<file path="src/rtl/uart_rx_key_decoder.sv">
// Oversampled UART receiver whose clean bytes are matched against a key table driving per-channel outputs.
// Latency: rx_valid 1 clk after the stop-sample tick; key_out 1 clk after rx_valid.
// Backpressure: none; rx_valid is a single-cycle pulse and a missed word is lost.
module uart_rx_key_decoder #(
    parameter int CLK_FREQ   = 100_000_000,
    parameter int BAUD       = 9_600,
    parameter int OVERSAMPLE = 16,
    parameter int DATA_BITS  = 8,
    parameter int PARITY     = 0,
    parameter int NUM_KEYS   = 2,
    parameter logic [NUM_KEYS*DATA_BITS-1:0] KEYS = {8'h62, 8'h61},
    parameter int KEY_MODE   = 0
) (
    input  logic                 clk,
    input  logic                 rst,
    input  logic                 uart_in,
    output logic [DATA_BITS-1:0] rx_data,
    output logic                 rx_valid,
    output logic                 frame_err,
    output logic                 parity_err,
    output logic [NUM_KEYS-1:0]  key_out
);

    localparam int DIV = CLK_FREQ / (BAUD * OVERSAMPLE);
    localparam int DW  = (DIV > 1) ? $clog2(DIV) : 1;
    localparam int SW  = $clog2(OVERSAMPLE);
    localparam int BW  = $clog2(DATA_BITS + 1);

    localparam logic [DW-1:0] DIV_LAST = DW'(DIV - 1);
    localparam logic [SW-1:0] SAMP_MID = SW'(OVERSAMPLE / 2 - 1);
    localparam logic [SW-1:0] SAMP_END = SW'(OVERSAMPLE - 1);
    localparam logic [BW-1:0] BIT_LAST = BW'(DATA_BITS - 1);

    typedef enum logic [2:0] {
        S_IDLE,
        S_START,
        S_DATA,
        S_PARITY,
        S_STOP,
        S_RECOVER
    } state_t;

    state_t               state, state_nxt;
    logic                 sync_q, rxs;
    logic [DW-1:0]        div_cnt;
    logic                 tick;
    logic [SW-1:0]        scnt, scnt_nxt;
    logic [BW-1:0]        bcnt, bcnt_nxt;
    logic [DATA_BITS-1:0] shreg, shreg_nxt;
    logic                 perr_q, perr_nxt;
    logic                 done;
    logic [NUM_KEYS-1:0]  hit;
    logic                 key_act;

    // Both stages reset high so reset never looks like a start edge.
    always_ff @(posedge clk or posedge rst) begin
        if (rst) begin
            sync_q <= 1'b1;
            rxs    <= 1'b1;
        end else begin
            sync_q <= uart_in;
            rxs    <= sync_q;
        end
    end

    assign tick = (div_cnt == DIV_LAST);

    always_ff @(posedge clk or posedge rst) begin
        if (rst) begin
            div_cnt <= '0;
        end else if (tick) begin
            div_cnt <= '0;
        end else begin
            div_cnt <= div_cnt + DW'(1);
        end
    end

    always_ff @(posedge clk or posedge rst) begin
        if (rst) begin
            state  <= S_IDLE;
            scnt   <= '0;
            bcnt   <= '0;
            shreg  <= '0;
            perr_q <= 1'b0;
        end else begin
            state  <= state_nxt;
            scnt   <= scnt_nxt;
            bcnt   <= bcnt_nxt;
            shreg  <= shreg_nxt;
            perr_q <= perr_nxt;
        end
    end

    always_comb begin
        state_nxt = state;
        scnt_nxt  = scnt;
        bcnt_nxt  = bcnt;
        shreg_nxt = shreg;
        perr_nxt  = perr_q;
        done      = 1'b0;
        if (tick) begin
            scnt_nxt = scnt + SW'(1);
            case (state)
                S_IDLE: begin
                    scnt_nxt = '0;
                    if (!rxs) begin
                        state_nxt = S_START;
                    end
                end
                S_START: begin
                    if (scnt == SAMP_MID) begin
                        scnt_nxt  = '0;
                        bcnt_nxt  = '0;
                        perr_nxt  = 1'b0;
                        state_nxt = rxs ? S_IDLE : S_DATA;
                    end
                end
                S_DATA: begin
                    if (scnt == SAMP_END) begin
                        scnt_nxt  = '0;
                        shreg_nxt = {rxs, shreg[DATA_BITS-1:1]};
                        bcnt_nxt  = bcnt + BW'(1);
                        if (bcnt == BIT_LAST) begin
                            state_nxt = (PARITY == 0) ? S_STOP : S_PARITY;
                        end
                    end
                end
                S_PARITY: begin
                    if (scnt == SAMP_END) begin
                        scnt_nxt  = '0;
                        perr_nxt  = (PARITY == 1) ? ~(^shreg ^ rxs) : (^shreg ^ rxs);
                        state_nxt = S_STOP;
                    end
                end
                S_STOP: begin
                    if (scnt == SAMP_END) begin
                        scnt_nxt  = '0;
                        done      = 1'b1;
                        state_nxt = rxs ? S_IDLE : S_RECOVER;
                    end
                end
                S_RECOVER: begin
                    // A held-low line must go high before a new start edge counts.
                    scnt_nxt = '0;
                    if (rxs) begin
                        state_nxt = S_IDLE;
                    end
                end
                default: begin
                    scnt_nxt  = '0;
                    state_nxt = S_IDLE;
                end
            endcase
        end
    end

    always_ff @(posedge clk or posedge rst) begin
        if (rst) begin
            rx_data    <= '0;
            rx_valid   <= 1'b0;
            frame_err  <= 1'b0;
            parity_err <= 1'b0;
        end else begin
            rx_valid <= done;
            if (done) begin
                rx_data    <= shreg;
                frame_err  <= ~rxs;
                parity_err <= perr_q;
            end
        end
    end

    always_comb begin
        hit = '0;
        for (int i = 0; i < NUM_KEYS; i++) begin
            hit[i] = (KEYS[i*DATA_BITS +: DATA_BITS] == rx_data);
        end
    end

    assign key_act = rx_valid && !frame_err && !parity_err;

    always_ff @(posedge clk or posedge rst) begin
        if (rst) begin
            key_out <= '0;
        end else if (KEY_MODE == 0) begin
            if (key_act) begin
                key_out <= key_out ^ hit;
            end
        end else begin
            key_out <= key_act ? hit : '0;
        end
    end

endmodule

</file>
<file path="config.mk">
export PLATFORM = sky130hd
export DESIGN_NAME = uart_rx_key_decoder
export DESIGN_NICKNAME = d
export VERILOG_FILES = /design/src/rtl/uart_rx_key_decoder.sv
export SDC_FILE = /design/constraint.sdc
export NUM_CORES = 1
export LEC_CHECK = 0
export ABC_AREA = 1
export BUFFER_PORTS_ARGS = -buffer_cell sky130_fd_sc_hd__buf_2
export CAP_MARGIN = 20
export CELL_PAD_IN_SITES_DETAIL_PLACEMENT = 1
export CELL_PAD_IN_SITES_GLOBAL_PLACEMENT = 2
export CORE_ASPECT_RATIO = 1.25
export CORE_MARGIN = 2
export CORE_UTILIZATION = 30
export DETAILED_ROUTE_END_ITERATION = 7
export PLACE_DENSITY_LB_ADDON = 0.08
export SLEW_MARGIN = 30
export SYNTH_ARGS = -nofsm -noshare
export SYNTH_HDL_FRONTEND = slang
export SYNTH_SLANG_ARGS = --single-unit
</file>
<file path="constraint.sdc">
create_clock -name clk -period 1.94 [get_ports clk]
set_clock_uncertainty 0.2 [all_clocks]
set_input_delay 0.194 -clock clk [delete_from_list [all_inputs] [get_ports clk]]
set_output_delay 0.194 -clock clk [all_outputs]
set_load 0.01 [all_outputs]
</file>
==> qor.csv, run 1 <==
metric,value,unit
worst_slack,0.0848,ns
yosys_warnings,0,
r2r_slack,0.08,ns
cts_sinks,45,
syn_to_final_growth,18.5,%
min_from,sync_q$_DFF_PP1_,
p_int,1.27,mW
startpoint_type,flop,
num_rows,35,
finalHoldViolations,0,
drt-total-wl,5.25,mm
detailedPlace.worstSlack,0.0271,ns
synth_edf_count,0,
fillers,922,
synth_ff_type,dfrtp_1,
dr.pass1.iters,4,
period_share,0.956,
ff_latch_area,1130,um2
grt_max_degree,46,
grt.overflow.total,0,
die_h,102,um
fin_hold_ws,0.161,ns
synth_fp_nets,300,
io_buffer_count,15,
dieArea,8370,um2
layout-drive-gt1-share,0.192,
pwr-share-seq,0.579,
min_period,1.86,ns
grt_pass1_vias,1944,
p_sw_frac,0.218,
synth_cells,293,
die_w,82.2,um
fin_nets,329,
syn-cell-area,2300,um2
synth-seq-cells,45,
multiInputGateArea,1060,um2
track_usage,0.144,
final_cell_area,2720,um2
syn_avg_cell_area,7.84,um2
rr_startpoint,div_cnt[0]$_DFF_PP0_,
p_clk_frac,0.401,
gp_congestion,0.712,
cts_tree,built,
place_area,2510,um2
required,1.93,ns
outcome,"finished, final reports clean",
io_pins,16,
async_reset_ff_frac,1.00,
setup_viol,0,
netSwitchingPower,0.356,mW
antenna_cells,0,
start_util,0.310,
seq_area_frac_synth,0.492,
grt_pass1_wl,9.27,mm
crit_start,div_cnt[0]$_DFF_PP0_,
clk_latency,0.30,ns
critical_path_arrival,1.84,ns
path_clk_slew,0.09,ns
clock-root-buffer,clkbuf_8,
combPwrFrac,0.021,
numCtsBuffers,5,
hp-class,flop to flop,
cp_max_fo,20,
peakVddDrop,0.000267,V
finalPower,1.63,mW
slew_violations,0,
tightest_slew,0.303,ns
relSlewSlack,0.798,
power_leakage,1.29,nW
h-tree-depth,2,
core_area,7400,um2
vias_per_cell,4.63,
drt_iter0_drc,60,
drc_errors,0,
tns,0,ns
endpoint_kind,flop,
max_freq,539,MHz
clk_path_buf_depth,2,
dp_hpwl,3.93,mm
power.density,599,nW/um2
drtAntennaViolNets,0,
synth_cell_types,29,
num_vias,1922,
wl_per_cell,12.6,um
antenna_found_initial,0,
rsz0062_at_grt,true,
drv_cap,0,
path_class,flop to flop,
==> what timing repair did <==
item | in CTS | in global routing
resized for setup | 0 | 14
endpoints found under the setup margin | 0 | 22
buffers inserted | 0 | 4
hold buffers | 2 | 0
endpoints found under the hold margin | 46 | 0
==> synth_stat cells, types with 2 or more instances <==
master / instances / area [um2]
nor2_2: 2 / 12.5
nand2_2: 3 / 18.8
inv_2: 5 / 18.8
nor3_1: 5 / 25.0
nand2_1: 91 / 342
buf_2: 3 / 15.0
nand3_1: 16 / 80.1
nor2_1: 27 / 101
nor2_4: 2 / 22.5
ha_1: 4 / 50.1
inv_1: 31 / 116
o21ai_0: 7 / 35.0
o21ai_1: 24 / 120
nand4_1: 3 / 18.8
a21oi_1: 8 / 40.0
dfrtp_1: 43 / 1080
xor2_1: 6 / 52.6
dfstp_2: 2 / 52.6
==> layer usage <==
metal / track usage / vias to the layer above / share of wire
met5: 0 / - / 0
met4: 0.0462 / 0 / 0.014
met3: 0.0239 / 6 / 0.021
met2: 0.238 / 21 / 0.48
met1: 0.191 / 908 / 0.49
li1: - / 987 / -
==> area by class of cell <==
type                       count  share of cell area
sequential                    45               0.415
multi-input combinational    208               0.389
timing repair buffer          26              0.0672
inverter                      36              0.0497
tap                           92              0.0423
clock buffer                   7              0.0354
clock inverter                 1             0.00184
==> cells by family (layout without fill, tap and decap cells) <==
family          count (synthesis)  in the layout  share of synthesized area
compound gates                 42             42                     0.0954
xor+xnor                        7              7                     0.0267
fa+ha+maj                       4              4                     0.0218
buf+inv                        40             70                     0.0687
flops                          45             45                      0.492
simple gates                  155            155                      0.296
==> placed cells by master (no fill, tap or decap), types with 4 or more instances in the layout <==
cell,instances
nor3_1,4
nand3_1,14
inv_2,7
nand2_2,5
a21oi_1,7
o21ai_1,24
inv_1,29
ha_1,4
clkbuf_8,7
buf_4,6
o21ai_0,7
nor2_1,26
nand2_1,88
xor2_1,6
buf_2,15
dfrtp_1,43
==> power by group through the flow <==
stage | clock network [mW] | registers, mW | logic (mW)
5_1_grt | 0.723 | 0.944 | 0.0402
2_1_floorplan | 0 | 0.961 | 0.0183
3_5_place_dp | 0 | 0.962 | 0.0338
4_1_cts | 0.691 | 0.943 | 0.0370
6_report | 0.653 | 0.943 | 0.0341
3_3_place_gp | 0 | 0.962 | 0.0337
==> metrics by stage <==
stage               utilization  instances
global placement          0.340        401
CTS                       0.356        411
floorplan                     -        293
detailed placement        0.340        401
finish                    0.368        415
global route              0.368        415
==> registers in the layout, indices dropped and copies added (netlist names) <==
| signal | cells |
|---|---|
| rx_data | 8 |
| rxs | 1 |
| shreg | 8 |
| div_cnt | 10 |
| key_out | 2 |
| frame_err | 1 |
| sync_q | 1 |
| perr_q | 1 |
| bcnt | 4 |
| state | 3 |
| rx_valid | 1 |
| parity_err | 1 |
| scnt | 4 |
==> final timing paths <==
kind	to	depth (start not counted)
worst max-delay path	rx_data[0]$_DFFE_PP0P_	11
worst min-delay path	rxs$_DFF_PP1_	0
worst max register to register	rx_data[0]$_DFFE_PP0P_	11
worst min register to register	rxs$_DFF_PP1_	0
max in group asynchronous	rxs$_DFF_PP1_	4
min in group asynchronous	div_cnt[5]$_DFF_PP0_	4
==> critical path, stage by stage, from the launching register on <==
cell     delay [ns]
dfrtp_1        0.41
inv_1          0.06
ha_1           0.15
inv_1          0.04
nor2_1         0.08
nand3_1        0.08
nor2_2         0.17
buf_4          0.13
nand4_1        0.09
buf_6          0.20
nand2_1        0.07
o21ai_1        0.06
No activity file was read; power rests on OpenSTA's default activity.
==> inputs of run 2 (changes only) <==
--- a/config.mk
+++ b/config.mk
@@ -9,7 +9,7 @@
 export BUFFER_PORTS_ARGS = -buffer_cell sky130_fd_sc_hd__buf_2
 export CAP_MARGIN = 20
 export CELL_PAD_IN_SITES_DETAIL_PLACEMENT = 1
-export CELL_PAD_IN_SITES_GLOBAL_PLACEMENT = 2
+export CELL_PAD_IN_SITES_GLOBAL_PLACEMENT = 1
 export CORE_ASPECT_RATIO = 1.25
 export CORE_MARGIN = 2
 export CORE_UTILIZATION = 30
==> run 2 against run 1 <==
  * First-iteration DRC count down 6.7%
  * Critical path depth down 3
  * Fmax is 2.1% higher
  * Sequential share of layout area up 0.68 points
  * Largest power group unchanged
==> qor.csv, run 2 (same netlist as run 1, synthesis figures left out) <==
metric,value,unit
outcome,"finished, final reports clean",
reg_top3,"div_cnt (10), rx_data (8), shreg (8)",
start_util,0.310,
io_pins,16,
cts_sinks,45,
syn_to_final_growth,16.6,%
numCtsBuffers,5,
relSlewSlack,0.701,
setup_viol,0,
power.density,648,nW/um2
critical_path_arrival,1.81,ns
gp_congestion,0.727,
core_area,7400,um2
die_h,102,um
finalHoldViolations,0,
final_common_cell,nand2_1,
top_layer_used,met4,
min_path_cells,0,
dp_hpwl,3.91,mm
layout-drive-gt1-share,0.156,
max_freq,551,MHz
drtAntennaViolNets,0,
grt_max_degree,29,
grt.overflow.total,0,
grt_pass1_vias,1926,
clk_path_buf_depth,2,
drt-met1-wl,2.43,mm
clk_latency,0.30,ns
drv_cap,0,
wl_met2,2.52,mm
regMostFlops,div_cnt,
slew_violations,0,
antenna_cells,0,
drt_iter0_drc,56,
wl_met3,129,um
fin_nets,326,
h-tree-depth,2,
endpoint_kind,flop,
period_share,0.936,
die_w,82.2,um
min_period,1.82,ns
antenna_found_initial,0,
cp_max_fo,6,
required,1.93,ns
vias_per_cell,4.63,
num_rows,35,
dieArea,8370,um2
fin_util,0.362,
grt_pass1_wl,9.05,mm
track_usage,0.139,
power_leakage,1.27,nW
num_vias,1906,
path_clk_slew,0.09,ns
wl_per_cell,12.5,um
path_class,flop to flop,
final_cell_mix,"nand2_1, dfrtp_1, inv_1",
dr.pass1.iters,4,
largest_reg_flops,10,
cts_tree,built,
fin_hold_ws,0.161,ns
r2r_cells,8,
startpoint_type,flop,
io_buffer_count,15,
drt-total-wl,5.15,mm
tightest_slew,0.445,ns
peakVddDrop,0.000265,V
fillers,920,
clock-root-buffer,clkbuf_8,
drc_errors,0,
hp-class,flop to flop,
## run 2: cell types whose count changed in the layout (fill, tap and decap cells not counted), sizes merged
cell / delta
clkbuf: -1
bufinv: +1
clkinv: -1
clkinvlp: +1
buf: -3
## run 2: final timing paths
path | start | end | slack [ns]
hold reg to reg | sync_q$_DFF_PP1_ | rxs$_DFF_PP1_ | 0.16
setup / recovery | scnt[0]$_DFFE_PP0N_ | state[2]$_DFFE_PP0P_ | 0.12
min in group asynchronous | rst | div_cnt[5]$_DFF_PP0_ | 0.23
hold / removal | sync_q$_DFF_PP1_ | rxs$_DFF_PP1_ | 0.16
setup reg to reg | scnt[0]$_DFFE_PP0N_ | state[2]$_DFFE_PP0P_ | 0.12
max in group asynchronous | rst | state[2]$_DFFE_PP0P_ | 0.82
## run 2: cell type report
type / instances / area, um2 / area share
flip-flops and latches: 45 / 1130 / 0.422
multi-input cells: 208 / 1020 / 0.380
repair buffers: 23 / 160 / 0.0598
inverters: 36 / 135 / 0.0505
well taps: 92 / 115 / 0.0430
clock buffers: 6 / 82.6 / 0.0309
clock inverters: 2 / 37.5 / 0.0140
## run 2: repair_timing
| action | in CTS | in global routing |
|---|---|---|
| setup buffers | 0 | 1 |
| resized for setup | 0 | 4 |
| setup endpoints to repair | 0 | 14 |
| hold buffers | 2 | 0 |
| endpoints found under the hold margin | 16 | 0 |
## run 2: stage by stage
stage / setup TNS, ns / power (mW) / area [um2] / std cells / setup WS, ns
4_1_cts: 0 / 1.77 / 2650 / 411 / 0.0488
5_1_grt: -0.00214 / 1.81 / 2680 / 412 / -0.00197
6_report: 0 / 1.73 / 2680 / 412 / 0.124
3_5_place_dp: 0 / 0.996 / 2510 / 401 / 0.0714
3_3_place_gp: 0 / 0.995 / 2510 / 401 / 0.137
2_1_floorplan: 0 / 0.979 / 2300 / 293 / 0.232
## run 2: where the power goes
| part | internal (mW) | total, mW | switching, mW |
|---|---|---|---|
| clock | 0.419 | 0.756 | 0.337 |
| combinational | 0.0101 | 0.0340 | 0.0239 |
| sequential | 0.941 | 0.943 | 0.00236 |
## run 2: metal layers
metal | global-route usage | vias to the layer above
met5 | 0 | -
met4 | 0.0423 | 0
met3 | 0.0292 | 6
met2 | 0.233 | 18
met1 | 0.180 | 901
li1 | - | 981
## run 2: critical path, cell delays in order, from the launching register on
cell	delay [ns]
dfrtp_1	0.40
ha_1	0.21
nand3_1	0.21
inv_2	0.16
nor2_1	0.06
a21oi_1	0.20
nand3_4	0.13
nand2_1	0.08
o21ai_1	0.06
